### src/rtl/mic_adc_if.sv
// mic_adc_if: pin-level bundle between the microphone ADC front end and its
// surroundings.
//   en         : conversion enable (into the reader)
//   sdata      : ADC serial data (into the reader)
//   cs_n       : ADC chip select, active low (out of the reader)
//   sclk       : ADC serial clock, idles high (out of the reader)
//   adc_data   : last completed 12-bit sample (out of the reader)
//   data_valid : one-cycle strobe when adc_data updates (out of the reader)
//   overrun    : one-cycle strobe when a sample tick is dropped (out of the reader)
//   state_dbg  : current FSM state, for observation only (out of the reader)
// Handshake: there is no back-pressure. data_valid is a single-cycle
// valid-only strobe; the consumer must take adc_data in that cycle or
// read the held value later. Nothing is ever stalled.
interface mic_adc_if;
  logic        en;
  logic        sdata;
  logic        cs_n;
  logic        sclk;
  logic [11:0] adc_data;
  logic        data_valid;
  logic        overrun;
  logic [1:0]  state_dbg;

  modport master (
    input  en,
    input  sdata,
    output cs_n,
    output sclk,
    output adc_data,
    output data_valid,
    output overrun,
    output state_dbg
  );

  modport slave (
    output en,
    output sdata,
    input  cs_n,
    input  sclk,
    input  adc_data,
    input  data_valid,
    input  overrun,
    input  state_dbg
  );
endinterface

### src/rtl/mic_adc_reader.sv
// mic_adc_reader: serial front end for a 12-bit ADCS7476-style microphone ADC.
// Every SAMPLE_DIV clocks a sample tick occurs; if enabled and idle, the block
// lowers cs_n, generates 16 SCLK periods (half-period CLK_DIV clocks), shifts
// sdata in MSB first on each SCLK rising edge, then publishes the low 12 bits
// on adc_data with a one-cycle data_valid strobe, followed by a quiet period.
// Ports:
//   clk : system clock, rising edge
//   rst : synchronous active-high reset
//   bus : mic_adc_if master modport (en, sdata in; cs_n, sclk, adc_data,
//         data_valid, overrun, state_dbg out)
module mic_adc_reader #(
  parameter int CLK_DIV    = 4,
  parameter int SAMPLE_DIV = 6250
) (
  input  logic      clk,
  input  logic      rst,
  mic_adc_if.master bus
);

  localparam int TW = $clog2(SAMPLE_DIV);
  localparam int PW = $clog2(CLK_DIV);
  localparam int QW = $clog2(2 * CLK_DIV);

  localparam logic [TW-1:0] TICK_LAST  = TW'(SAMPLE_DIV - 1);
  localparam logic [PW-1:0] PHASE_LAST = PW'(CLK_DIV - 1);
  localparam logic [QW-1:0] QUIET_LAST = QW'(2 * CLK_DIV - 1);

  localparam logic [1:0] S_IDLE  = 2'd0;
  localparam logic [1:0] S_CONV  = 2'd1;
  localparam logic [1:0] S_QUIET = 2'd2;

  logic [1:0]    state_q, state_d;
  logic [TW-1:0] tick_cnt_q, tick_cnt_d;
  logic [PW-1:0] phase_q, phase_d;
  logic [4:0]    bit_cnt_q, bit_cnt_d;
  logic [QW-1:0] quiet_cnt_q, quiet_cnt_d;
  logic [15:0]   shift_q, shift_d;
  logic          cs_n_q, cs_n_d;
  logic          sclk_q, sclk_d;
  logic [11:0]   adc_data_q, adc_data_d;
  logic          data_valid_q, data_valid_d;
  logic          overrun_q, overrun_d;
  logic          tick;

  assign tick = (tick_cnt_q == TICK_LAST);

  always_comb begin
    state_d      = state_q;
    tick_cnt_d   = tick ? '0 : tick_cnt_q + 1'b1;
    phase_d      = phase_q;
    bit_cnt_d    = bit_cnt_q;
    quiet_cnt_d  = quiet_cnt_q;
    shift_d      = shift_q;
    cs_n_d       = cs_n_q;
    sclk_d       = sclk_q;
    adc_data_d   = adc_data_q;
    data_valid_d = 1'b0;
    overrun_d    = 1'b0;

    case (state_q)
      S_IDLE: begin
        cs_n_d = 1'b1;
        sclk_d = 1'b1;
        if (tick && bus.en) begin
          state_d   = S_CONV;
          cs_n_d    = 1'b0;
          phase_d   = '0;
          bit_cnt_d = 5'd0;
        end
      end

      S_CONV: begin
        if (tick) overrun_d = 1'b1;
        if (bit_cnt_q == 5'd16) begin
          // Frame complete: the cycle after the 16th rising edge closes it.
          state_d      = S_QUIET;
          cs_n_d       = 1'b1;
          sclk_d       = 1'b1;
          adc_data_d   = shift_q[11:0];
          data_valid_d = 1'b1;
          quiet_cnt_d  = '0;
        end else if (phase_q == PHASE_LAST) begin
          phase_d = '0;
          sclk_d  = ~sclk_q;
          if (!sclk_q) begin
            // SCLK rising: sdata was launched a half period earlier, so it
            // is already stable and is taken without a synchronizer.
            shift_d   = {shift_q[14:0], bus.sdata};
            bit_cnt_d = bit_cnt_q + 5'd1;
          end
        end else begin
          phase_d = phase_q + 1'b1;
        end
      end

      S_QUIET: begin
        if (tick) overrun_d = 1'b1;
        if (quiet_cnt_q == QUIET_LAST) state_d = S_IDLE;
        else quiet_cnt_d = quiet_cnt_q + 1'b1;
      end

      default: begin
        state_d = S_IDLE;
        cs_n_d  = 1'b1;
        sclk_d  = 1'b1;
      end
    endcase
  end

  always_ff @(posedge clk) begin
    if (rst) begin
      state_q      <= S_IDLE;
      tick_cnt_q   <= '0;
      phase_q      <= '0;
      bit_cnt_q    <= 5'd0;
      quiet_cnt_q  <= '0;
      shift_q      <= 16'd0;
      cs_n_q       <= 1'b1;
      sclk_q       <= 1'b1;
      adc_data_q   <= 12'd0;
      data_valid_q <= 1'b0;
      overrun_q    <= 1'b0;
    end else begin
      state_q      <= state_d;
      tick_cnt_q   <= tick_cnt_d;
      phase_q      <= phase_d;
      bit_cnt_q    <= bit_cnt_d;
      quiet_cnt_q  <= quiet_cnt_d;
      shift_q      <= shift_d;
      cs_n_q       <= cs_n_d;
      sclk_q       <= sclk_d;
      adc_data_q   <= adc_data_d;
      data_valid_q <= data_valid_d;
      overrun_q    <= overrun_d;
    end
  end

  assign bus.cs_n       = cs_n_q;
  assign bus.sclk       = sclk_q;
  assign bus.adc_data   = adc_data_q;
  assign bus.data_valid = data_valid_q;
  assign bus.overrun    = overrun_q;
  assign bus.state_dbg  = state_q;

endmodule
### src/flat_wrapper.sv
// flat-port wrapper written by rule: the top's interface ports become plain ports
module mic_adc_reader_flat 
#(
  parameter int CLK_DIV    = 4,
  parameter int SAMPLE_DIV = 6250
)
  (clk, rst, bus_en, bus_sdata, bus_cs_n, bus_sclk, bus_adc_data, bus_data_valid, bus_overrun, bus_state_dbg);
  mic_adc_if bus_i ();
  input  logic clk;
  input  logic rst;
  input wire logic [$bits(bus_i.en)-1:0] bus_en;
  input wire logic [$bits(bus_i.sdata)-1:0] bus_sdata;
  output wire logic [$bits(bus_i.cs_n)-1:0] bus_cs_n;
  output wire logic [$bits(bus_i.sclk)-1:0] bus_sclk;
  output wire logic [$bits(bus_i.adc_data)-1:0] bus_adc_data;
  output wire logic [$bits(bus_i.data_valid)-1:0] bus_data_valid;
  output wire logic [$bits(bus_i.overrun)-1:0] bus_overrun;
  output wire logic [$bits(bus_i.state_dbg)-1:0] bus_state_dbg;
  assign bus_i.en = bus_en;
  assign bus_i.sdata = bus_sdata;
  assign bus_cs_n = bus_i.cs_n;
  assign bus_sclk = bus_i.sclk;
  assign bus_adc_data = bus_i.adc_data;
  assign bus_data_valid = bus_i.data_valid;
  assign bus_overrun = bus_i.overrun;
  assign bus_state_dbg = bus_i.state_dbg;
  mic_adc_reader #(.CLK_DIV(CLK_DIV), .SAMPLE_DIV(SAMPLE_DIV)) u_core (.clk(clk), .rst(rst), .bus(bus_i));
endmodule
### config.mk
export PLATFORM = sky130hd
export DESIGN_NAME = mic_adc_reader_flat
export DESIGN_NICKNAME = d
export VERILOG_FILES = /design/src/rtl/mic_adc_if.sv /design/src/rtl/mic_adc_reader.sv /design/src/flat_wrapper.sv
export SDC_FILE = /design/constraint.sdc
export NUM_CORES = 1
export LEC_CHECK = 0
export ABC_CLOCK_PERIOD_IN_PS = 1700
export CAP_MARGIN = 20
export CORE_MARGIN = 4
export CORE_UTILIZATION = 30
export DETAILED_ROUTE_END_ITERATION = 7
export GPL_ROUTABILITY_DRIVEN = 0
export HOLD_SLACK_MARGIN = 0.12
export MAX_ROUTING_LAYER = met4
export PLACE_DENSITY = 0.5
export SLEW_MARGIN = 15
export SYNTH_ARGS = -nofsm -noshare
export SYNTH_HDL_FRONTEND = slang
export SYNTH_SLANG_ARGS = --single-unit
### constraint.sdc
create_clock -name clk -period 1.7 [get_ports clk]
set_input_delay 0.34 -clock clk [delete_from_list [all_inputs] [get_ports clk]]
set_output_delay 0.34 -clock clk [all_outputs]
set_load 0.03 [all_outputs]
==> impl_metrics.env, run 1 <==
export IMPL_status="finished clean"
export IMPL_finalSetupTns_ns=0
export IMPL_ios=22
export IMPL_worstSetupEndpointType="output pin"
export IMPL_grt_pass1_vias=1932
export IMPL_seq_power_share=0.566
export IMPL_hp_class="reg2reg"
export IMPL_r2r_slack_ns=0.08
export IMPL_synth_ff_latch_count=53
export IMPL_io_buffers=21
export IMPL_drc=0
export IMPL_p_sw_uw=484
export IMPL_cts_made_buffers=5
export IMPL_wl_mm=5.41
export IMPL_total_power_uw=2210
export IMPL_final_common_cell="nand2_1"
export IMPL_critPathArrivalTime_ns=1.31
export IMPL_async_flop_share=0
export IMPL_antenna_left=0
export IMPL_htree_levels=2
export IMPL_finalHoldViolations=0
export IMPL_p_int_uw=1720
export IMPL_die_h_um=96.8
export IMPL_area_growth_syn_to_layout_pct=30.3
export IMPL_dp_cells=421
export IMPL_nets=342
export IMPL_crit_chain="clkdlybuf4s50_1"
export IMPL_syn_inst=282
export IMPL_worst_pin_slew_ns=0.338
export IMPL_setup_violations=0
export IMPL_finalClockSkew_ns=0.00681
export IMPL_max_cap_violations=0
export IMPL_cpPeakStageDelay_ns=0.66
export IMPL_switching_share=0.219
export IMPL_cpMaxStageDelayCell="clkdlybuf4s50_1"
export IMPL_die_area_um2=9370
export IMPL_peakVddDrop_mv=0.423
export IMPL_reg2reg_from="u_core.tick_cnt_q[9]"
export IMPL_ys_types=43
export IMPL_clk_pin_slew_worst_paths_ns=0.10
export IMPL_clock_fmax_ghz=0.606
export IMPL_startpoint_type="register"
export IMPL_drv_slew=0
export IMPL_crit_required_ns=1.36
export IMPL_synth_flop_cell="dfxtp_1"
export IMPL_clock_sinks=53
export IMPL_pwr_share_clk=0.399
export IMPL_synthesis_area_um2=2360
export IMPL_firstDrtPassIters=4
export IMPL_cts_tree="built"
export IMPL_grt_start_max_net_pins=30
export IMPL_p_comb_frac=0.035
export IMPL_drive_gt1_frac=0.173
export IMPL_die_w_um=96.8
export IMPL_wire_per_inst_um=12.6
export IMPL_final_cell_mix="nand2_1 (57), dfxtp_1 (51), a21oi_1 (33), buf_4 (29), nor2_1 (14)"
export IMPL_p_per_area_nw_per_um2=716
export IMPL_num_antenna_cells=0
export IMPL_slew_headroom=0.773
export IMPL_cts_root_buf="clkbuf_8"
export IMPL_grt_total_usage=0.116
export IMPL_synthTopCellsByArea="dfxtp_1 (45%), nand2_1 (9.0%), a21oi_1 (7.2%), ha_1 (5.3%), nand3_1 (2.8%)"
export IMPL_synth_seq_area_share=0.449
export IMPL_clk_latency_ns=0.31
export IMPL_p_leak_uw=0.00128
export IMPL_grt_antenna_before_repair=0
export IMPL_worstRegToRegCells=5
export IMPL_hp_start="u_core.bus.adc_data[2]"
export IMPL_drtIter0Drc=112
export IMPL_cp_max_fo=2
export IMPL_critPathBufInv=1
export IMPL_synthesis_nets=296
export IMPL_critPathTopFamily="buffers and inverters"
export IMPL_row_count=32
export IMPL_start_util=0.308
export IMPL_netlist_area_leader_share=0.449
export IMPL_whs_endpoint="u_core.bus.adc_data[2]"
export IMPL_hpwl_mm=3.70
export IMPL_min_period_ns=1.65
export IMPL_routed_via_density=4.77
export IMPL_synth_edf_count=0
export IMPL_final_cells=431
export IMPL_min_path_cells=2
export IMPL_overflow=0
export IMPL_clk_path_buf_depth=2
export IMPL_crit_type="reg2out"
export IMPL_worst_r2r_endpoint="u_core.bit_cnt_q[4]"
export IMPL_min_period_over_period=0.971
export IMPL_vias=2056
export IMPL_post_dp_cell_area_um2=2870
export IMPL_syn_avg_cell_area_um2=8.39
export IMPL_postLayoutCellArea_um2=3080
export IMPL_yosys_warnings=0
export IMPL_final_util=0.401
export IMPL_grt_pass1_wl_mm=9.09
export IMPL_yosys_area_top_type="dfxtp_1"
export IMPL_core_area_um2=7690
==> logic make-up (layout without fill, tap and decap cells) <==
logic type | count (synthesis) | in the layout | share of synthesized area
AND/OR/NAND/NOR | 123 | 123 | 0.262
AO/OA/AOI/OAI | 62 | 63 | 0.164
flip-flops | 53 | 53 | 0.449
buffers and inverters | 27 | 73 | 0.0466
adder cells (fa/ha/maj) | 10 | 10 | 0.0529
XOR/XNOR | 7 | 7 | 0.0259
==> sequential cells by signal, indices dropped and copies added, names as in the netlist <==
signal                 flops
u_core.bus.data_valid      1
u_core.phase_q             2
u_core.bus.adc_data       12
u_core.shift_q            12
u_core.tick_cnt_q         13
u_core.quiet_cnt_q         3
u_core.bus.state_dbg       2
u_core.bus.sclk            1
u_core.bus.cs_n            1
u_core.bus.overrun         1
u_core.bit_cnt_q           5
==> what timing repair did <==
item / in CTS / in global routing
pin swaps: 1 / 1
buffers inserted: 1 / 0
hold buffers: 0 / 0
cloned: 0 / 1
gates resized for setup: 5 / 23
endpoints found under the setup margin: 5 / 44
==> cell usage after synthesis, drive strengths merged, types with 5 or more instances <==
cell type,number
or3,7
inv,13
a31oi,5
a21oi,34
ha,10
dfxtp,53
o21ai,5
xnor2,5
nand2,57
clkbuf,12
nand3,13
nor2,14
==> through the flow <==
step / hold slack (ns) / setup WS [ns]
after floorplan: 0.432 / 0.0178
after global placement: 0.445 / -0.264
after detailed placement: 0.448 / -0.274
after CTS: 0.463 / 0.00600
after global routing: 0.485 / -0.0340
final: 0.456 / 0.0498
==> routing by layer <==
layer	part of all wire	vias up	GRT usage
li1	-	1080	-
met1	0.50	936	0.153
met2	0.45	34	0.179
met3	0.029	6	0.0238
met4	0.016	0	0.0356
met5	0	-	-
==> power groups by stage <==
stage / combinational, uW / sequential (uW) / clock [uW]
floorplan: 37.6 / 1280 / 0
global placement: 73.2 / 1280 / 0
detailed placement: 73.2 / 1280 / 0
CTS: 74.9 / 1250 / 909
global route: 84.4 / 1250 / 960
finish: 76.6 / 1250 / 880
==> worst max path at each step <==
stage	from	end	depth (start not counted)
after CTS	u_core.bus.adc_data[8]	bus_adc_data[8]	1
final	u_core.bus.cs_n	bus_cs_n	1
after detailed placement	bus_en	u_core.bit_cnt_q[4]	5
after floorplan	u_core.bus.state_dbg[1]	u_core.shift_q[0]	8
after global routing	u_core.bit_cnt_q[0]	u_core.quiet_cnt_q[0]	7
after global placement	bus_en	u_core.bit_cnt_q[4]	5
==> final cells by class <==
type | count | area (um^2)
Timing Repair Buffer | 52 | 477
Clock inverter | 3 | 43.8
Fill cell | 810 | 4610
Sequential cell | 53 | 1060
Inverter | 13 | 48.8
Clock buffer | 5 | 68.8
Multi-Input combinational cell | 203 | 1250
Tap cell | 102 | 128
Power figures use the tool's default switching activity.
==> run 2, diff against run 1 <==
--- a/config.mk
+++ b/config.mk
@@ -9,6 +9,7 @@
 export CAP_MARGIN = 20
 export CORE_MARGIN = 4
 export CORE_UTILIZATION = 30
+export CTS_BUF_LIST = sky130_fd_sc_hd__clkbuf_16
 export DETAILED_ROUTE_END_ITERATION = 7
 export GPL_ROUTABILITY_DRIVEN = 0
 export HOLD_SLACK_MARGIN = 0.12
==> run 2 against run 1 <==
Against the previous run:
- count of clock-buffer cells in the layout is the same
- power rose by 12%
- die area did not move
- flip-flop and latch count unchanged
- global-route usage rose by 0.095 points
- fmax grew 0.56%
- wire length grew 0.57%
- via count is 0.15% higher
- cell count is the same
- combinational power decreased by 2%
- sequential share of layout area is 0.29 points lower
- worst hold slack got worse by 0.0013 ns
- critical endpoint is now bus_adc_data[7]
- largest cell class unchanged
- largest power group unchanged
==> impl_metrics.env, run 2 (same netlist as run 1, synthesis figures left out) <==
export IMPL_cts_made_buffers=5
export IMPL_wl_mm=5.44
export IMPL_p_comb_frac=0.030
export IMPL_ios=22
export IMPL_area_growth_syn_to_layout_pct=31.4
export IMPL_slew_headroom=0.763
export IMPL_cpPeakStageDelay_ns=0.68
export IMPL_die_h_um=96.8
export IMPL_status="finished clean"
export IMPL_worst_pin_slew_ns=0.352
export IMPL_setup_violations=0
export IMPL_clk_pin_slew_worst_paths_ns=0.07
export IMPL_worstSetupEndpointType="output pin"
export IMPL_htree_levels=2
export IMPL_row_count=32
export IMPL_drc=0
export IMPL_finalClockSkew_ns=0.00545
export IMPL_cts_tree="built"
export IMPL_pre_cts_slack_ns=-0.274
export IMPL_grt_start_max_net_pins=30
export IMPL_p_sw_uw=505
export IMPL_p_per_area_nw_per_um2=799
export IMPL_num_antenna_cells=0
export IMPL_cts_root_buf="clkbuf_16"
export IMPL_setup_ws_ns=0.0590
export IMPL_peakVddDrop_mv=0.486
export IMPL_p_int_uw=1980
export IMPL_die_w_um=96.8
export IMPL_critPathArrivalTime_ns=1.30
export IMPL_seq_power_share=0.504
export IMPL_critPathBufInv=1
export IMPL_pwr_share_clk=0.466
export IMPL_grt_total_usage=0.117
export IMPL_drive_gt1_frac=0.170
export IMPL_grt_antenna_before_repair=0
export IMPL_grt_pass1_vias=1928
export IMPL_ctsHoldBuffers=0
export IMPL_final_common_cell="nand2_1"
export IMPL_hp_class="reg2reg"
export IMPL_clk_path_buf_depth=2
export IMPL_crit_chain="clkdlybuf4s50_1"
export IMPL_p_leak_uw=0.00113
export IMPL_firstDrtPassIters=4
export IMPL_grt_pass1_wl_mm=9.14
export IMPL_vias=2059
export IMPL_crit_type="reg2out"
export IMPL_clock_fmax_ghz=0.609
export IMPL_final_cell_mix="nand2_1 (57), dfxtp_1 (51), a21oi_1 (33), buf_4 (31), clkdlybuf4s50_1 (17)"
export IMPL_antenna_left=0
export IMPL_nets=342
export IMPL_min_period_ns=1.64
export IMPL_clk_latency_ns=0.29
export IMPL_drv_slew=0
export IMPL_overflow=0
export IMPL_startpoint_type="register"
export IMPL_critPathTopFamily="buffers and inverters"
export IMPL_regMostFlops="u_core.tick_cnt_q"
export IMPL_drtIter0Drc=107
export IMPL_switching_share=0.203
export IMPL_io_buffers=21
export IMPL_clock_sinks=53
export IMPL_max_cap_violations=0
export IMPL_cpMaxStageDelayCell="clkdlybuf4s50_1"
export IMPL_start_util=0.308
export IMPL_routed_via_density=4.78
export IMPL_wire_per_inst_um=12.6
export IMPL_finalSetupTns_ns=0
export IMPL_largest_reg_flops=13
export IMPL_hpwl_mm=3.70
export IMPL_finalHoldViolations=0
export IMPL_crit_required_ns=1.36
export IMPL_cp_max_fo=2
export IMPL_core_area_um2=7690
export IMPL_die_area_um2=9370
export IMPL_final_util=0.404
export IMPL_min_period_over_period=0.965
## run 2: changes by cell type in the layout (fill, tap and decap cells not counted)
| cell | delta |
|---|---|
| clkbuf_16 | +5 |
| ha_1 | +1 |
| dlymetal6s2s_1 | -9 |
| clkbuf_8 | -5 |
| buf_4 | +2 |
| ha_2 | -1 |
| dlygate4sd2_1 | -2 |
| buf_6 | -2 |
| clkdlybuf4s50_1 | +11 |
## run 2: power by group through the flow
stage          Clock [uW]  Sequential [uW]  Combinational (uW)
2_1_floorplan           0             1280                37.6
3_3_place_gp            0             1280                73.2
3_5_place_dp            0             1280                73.2
4_1_cts              1190             1250                73.7
5_1_grt              1240             1250                83.0
6_report             1160             1250                74.8
## run 2: metrics by stage
step	instances	power [uW]	hold WS, ns	instance area, um^2
2_1_floorplan	282	1320	0.432	2370
3_3_place_gp	421	1350	0.445	2870
3_5_place_dp	421	1350	0.448	2870
4_1_cts	429	2520	0.459	3040
5_1_grt	431	2580	0.482	3110
6_report	431	2480	0.455	3110
## run 2: layout make-up
type / count / area, um^2
timing repair buffer: 52 / 449
inverter: 13 / 48.8
fill: 808 / 4580
sequential: 53 / 1060
clock inverter: 3 / 43.8
clock buffer: 5 / 125
tap: 102 / 128
multi-input combinational: 203 / 1250
## run 2: timing repair
item                       CTS  global route
pin swaps                    0             2
resized for setup            3            11
cloned                       0             1
setup endpoints to repair    2            32
buffers inserted             0             1
## run 2: worst paths after layout
kind / startpoint / end / slack, ns / cells after the start
max: u_core.bus.adc_data[7] / bus_adc_data[7] / 0.06 / 1
max reg2reg: u_core.tick_cnt_q[9] / u_core.bit_cnt_q[4] / 0.08 / 5
min reg2reg: u_core.bus.adc_data[2] / u_core.bus.adc_data[2] / 0.46 / 2
min: u_core.bus.adc_data[2] / u_core.bus.adc_data[2] / 0.46 / 2
## run 2: routing by layer
metal | up-vias | routed length (um) | track usage
met5 | - | 0 | -
met4 | 0 | 90 | 0.0421
met3 | 6 | 169 | 0.0224
met2 | 34 | 2510 | 0.182
met1 | 937 | 2670 | 0.152
li1 | 1082 | - | -
==> run 3, diff against run 2 <==
--- a/config.mk
+++ b/config.mk
@@ -7,6 +7,8 @@
 export LEC_CHECK = 0
 export ABC_CLOCK_PERIOD_IN_PS = 1700
 export CAP_MARGIN = 20
+export CELL_PAD_IN_SITES_DETAIL_PLACEMENT = 0
+export CELL_PAD_IN_SITES_GLOBAL_PLACEMENT = 1
 export CORE_MARGIN = 4
 export CORE_UTILIZATION = 30
 export CTS_BUF_LIST = sky130_fd_sc_hd__clkbuf_16
@@ -14,7 +16,7 @@
 export GPL_ROUTABILITY_DRIVEN = 0
 export HOLD_SLACK_MARGIN = 0.12
 export MAX_ROUTING_LAYER = met4
-export PLACE_DENSITY = 0.5
+export PLACE_DENSITY = 0.62
 export SLEW_MARGIN = 15
 export SYNTH_ARGS = -nofsm -noshare
 export SYNTH_HDL_FRONTEND = slang
==> run 3 against run 2 <==
Against the previous run:
- first-iteration DRC count decreased by 16%
- via count grew 2.3%
- global-route usage up 1.2 points
- design area rose by 2.8%
- cell count is 0.93% higher
- combinational power grew 8.7%
- critical path type unchanged
- largest cell class unchanged
==> impl_metrics.env, run 3 (same netlist as run 1, synthesis figures left out) <==
export IMPL_start_util=0.308
export IMPL_final_common_cell="nand2_1"
export IMPL_slew_headroom=0.765
export IMPL_overflow=0
export IMPL_final_cell_mix="nand2_1 (56), dfxtp_1 (51), a21oi_1 (33), buf_4 (30), clkdlybuf4s50_1 (19)"
export IMPL_area_growth_syn_to_layout_pct=35.1
export IMPL_vias=2107
export IMPL_row_count=32
export IMPL_worstRegToRegCells=7
export IMPL_cts_made_buffers=5
export IMPL_worstSetupEndpointType="output pin"
export IMPL_pre_cts_slack_ns=-0.271
export IMPL_firstDrtPassIters=4
export IMPL_min_period_over_period=0.980
export IMPL_grt_setup_unrepaired="yes"
export IMPL_clock_sinks=53
export IMPL_cts_root_buf="clkbuf_16"
export IMPL_core_area_um2=7690
export IMPL_clock_fmax_ghz=0.600
export IMPL_critPathArrivalTime_ns=1.33
export IMPL_grt_total_usage=0.129
export IMPL_cpPeakStageDelay_ns=0.68
export IMPL_critPathBufInv=1
export IMPL_htree_levels=2
export IMPL_cpMaxStageDelayCell="clkdlybuf4s50_1"
export IMPL_p_sw_uw=510
export IMPL_drv_slew=0
export IMPL_finalSetupTns_ns=0
export IMPL_ios=22
export IMPL_die_area_um2=9370
export IMPL_reg2reg_from="u_core.bit_cnt_q[0]"
export IMPL_hpwl_mm=3.93
export IMPL_antenna_left=0
export IMPL_crit_required_ns=1.36
export IMPL_cts_tree="built"
export IMPL_regMostFlops="u_core.tick_cnt_q"
export IMPL_hp_class="reg2reg"
export IMPL_cp_max_fo=4
export IMPL_wire_per_inst_um=13.1
export IMPL_seq_power_share=0.502
export IMPL_num_antenna_cells=0
export IMPL_grt_pass1_vias=2110
export IMPL_crit_type="reg2out"
export IMPL_whs_endpoint="u_core.bus.adc_data[2]"
export IMPL_clk_pin_slew_worst_paths_ns=0.07
export IMPL_die_w_um=96.8
export IMPL_critPathTopFamily="buffers and inverters"
export IMPL_hp_start="u_core.bus.adc_data[2]"
export IMPL_drtIter0Drc=90
export IMPL_p_int_uw=1980
export IMPL_clk_latency_ns=0.29
export IMPL_fill_cells=782
export IMPL_clk_path_buf_depth=2
export IMPL_setup_violations=0
export IMPL_die_h_um=96.8
export IMPL_cp_depth=1
export IMPL_setup_ws_ns=0.0337
export IMPL_min_period_ns=1.67
export IMPL_grt_start_max_net_pins=27
export IMPL_status="finished clean"
export IMPL_min_path_cells=2
export IMPL_p_per_area_nw_per_um2=780
export IMPL_p_leak_uw=0.00112
export IMPL_startpoint_type="register"
export IMPL_total_power_uw=2490
export IMPL_drive_gt1_frac=0.201
export IMPL_nets=346
export IMPL_finalHoldViolations=0
export IMPL_max_cap_violations=0
export IMPL_r2r_slack_ns=0.07
export IMPL_worst_r2r_endpoint="u_core.bus.state_dbg[1]"
export IMPL_switching_share=0.204
export IMPL_crit_chain="clkdlybuf4s50_1"
export IMPL_grt_antenna_before_repair=0
export IMPL_io_buffers=21
export IMPL_finalClockSkew_ns=0.00388
export IMPL_ctsHoldBuffers=0
export IMPL_worst_pin_slew_ns=0.349
export IMPL_p_comb_frac=0.033
export IMPL_wl_mm=5.72
export IMPL_cts_setup_buffers=0
export IMPL_peakVddDrop_mv=0.310
export IMPL_largest_reg_flops=13
export IMPL_drc=0
export IMPL_routed_via_density=4.84
export IMPL_pwr_share_clk=0.466
export IMPL_grt_pass1_wl_mm=9.91
run 3: how the worst max path moves through the flow:
stage,from,endpoint,slack (ns)
global route,u_core.bit_cnt_q[0],u_core.bus.adc_data[2],-0.04
floorplan,u_core.bus.state_dbg[1],u_core.shift_q[0],0.02
detailed placement,bus_en,u_core.phase_q[1],-0.27
finish,u_core.bus.state_dbg[0],bus_state_dbg[0],0.03
global placement,bus_en,u_core.bit_cnt_q[4],-0.25
CTS,u_core.bus.state_dbg[1],bus_state_dbg[1],0.005
run 3: timing repair:
item                                    4_1_cts  5_1_grt
gates resized for setup                       5       20
gates cloned                                  0        1
endpoints found under the setup margin       11       39
pin swaps                                     0        2
run 3: layout make-up:
cell class / count / area [um^2] / area share
multi-input cells: 202 / 1280 / 0.400
flip-flops and latches: 53 / 1060 / 0.333
repair buffers: 57 / 507 / 0.159
well taps: 102 / 128 / 0.0399
clock buffers: 5 / 125 / 0.0392
inverters: 13 / 48.8 / 0.0153
clock inverters: 3 / 46.3 / 0.0145
run 3: power by group through the flow:
stage,Clock (uW),Sequential (uW),Combinational (uW)
5_1_grt,1250,1250,90.7
3_5_place_dp,0,1280,81.8
6_report,1160,1250,81.3
2_1_floorplan,0,1280,37.6
3_3_place_gp,0,1280,80.8
4_1_cts,1210,1250,82.8
run 3: metal layers:
layer | routed length (um) | up-vias | GRT usage
met4 | 92 | 0 | 0.0400
li1 | - | 1083 | -
met5 | 0 | - | -
met1 | 2830 | 986 | 0.172
met3 | 134 | 6 | 0.0231
met2 | 2670 | 32 | 0.200
run 3: metrics by stage:
stage                     cell area [um^2]  cells  utilization  hold WS (ns)
after floorplan                       2370    282            -         0.432
after global placement                2920    426        0.380         0.447
after detailed placement              2920    426        0.380         0.447
after CTS                             3100    434        0.403         0.458
after global routing                  3200    435        0.416         0.473
final                                 3200    435        0.416         0.454
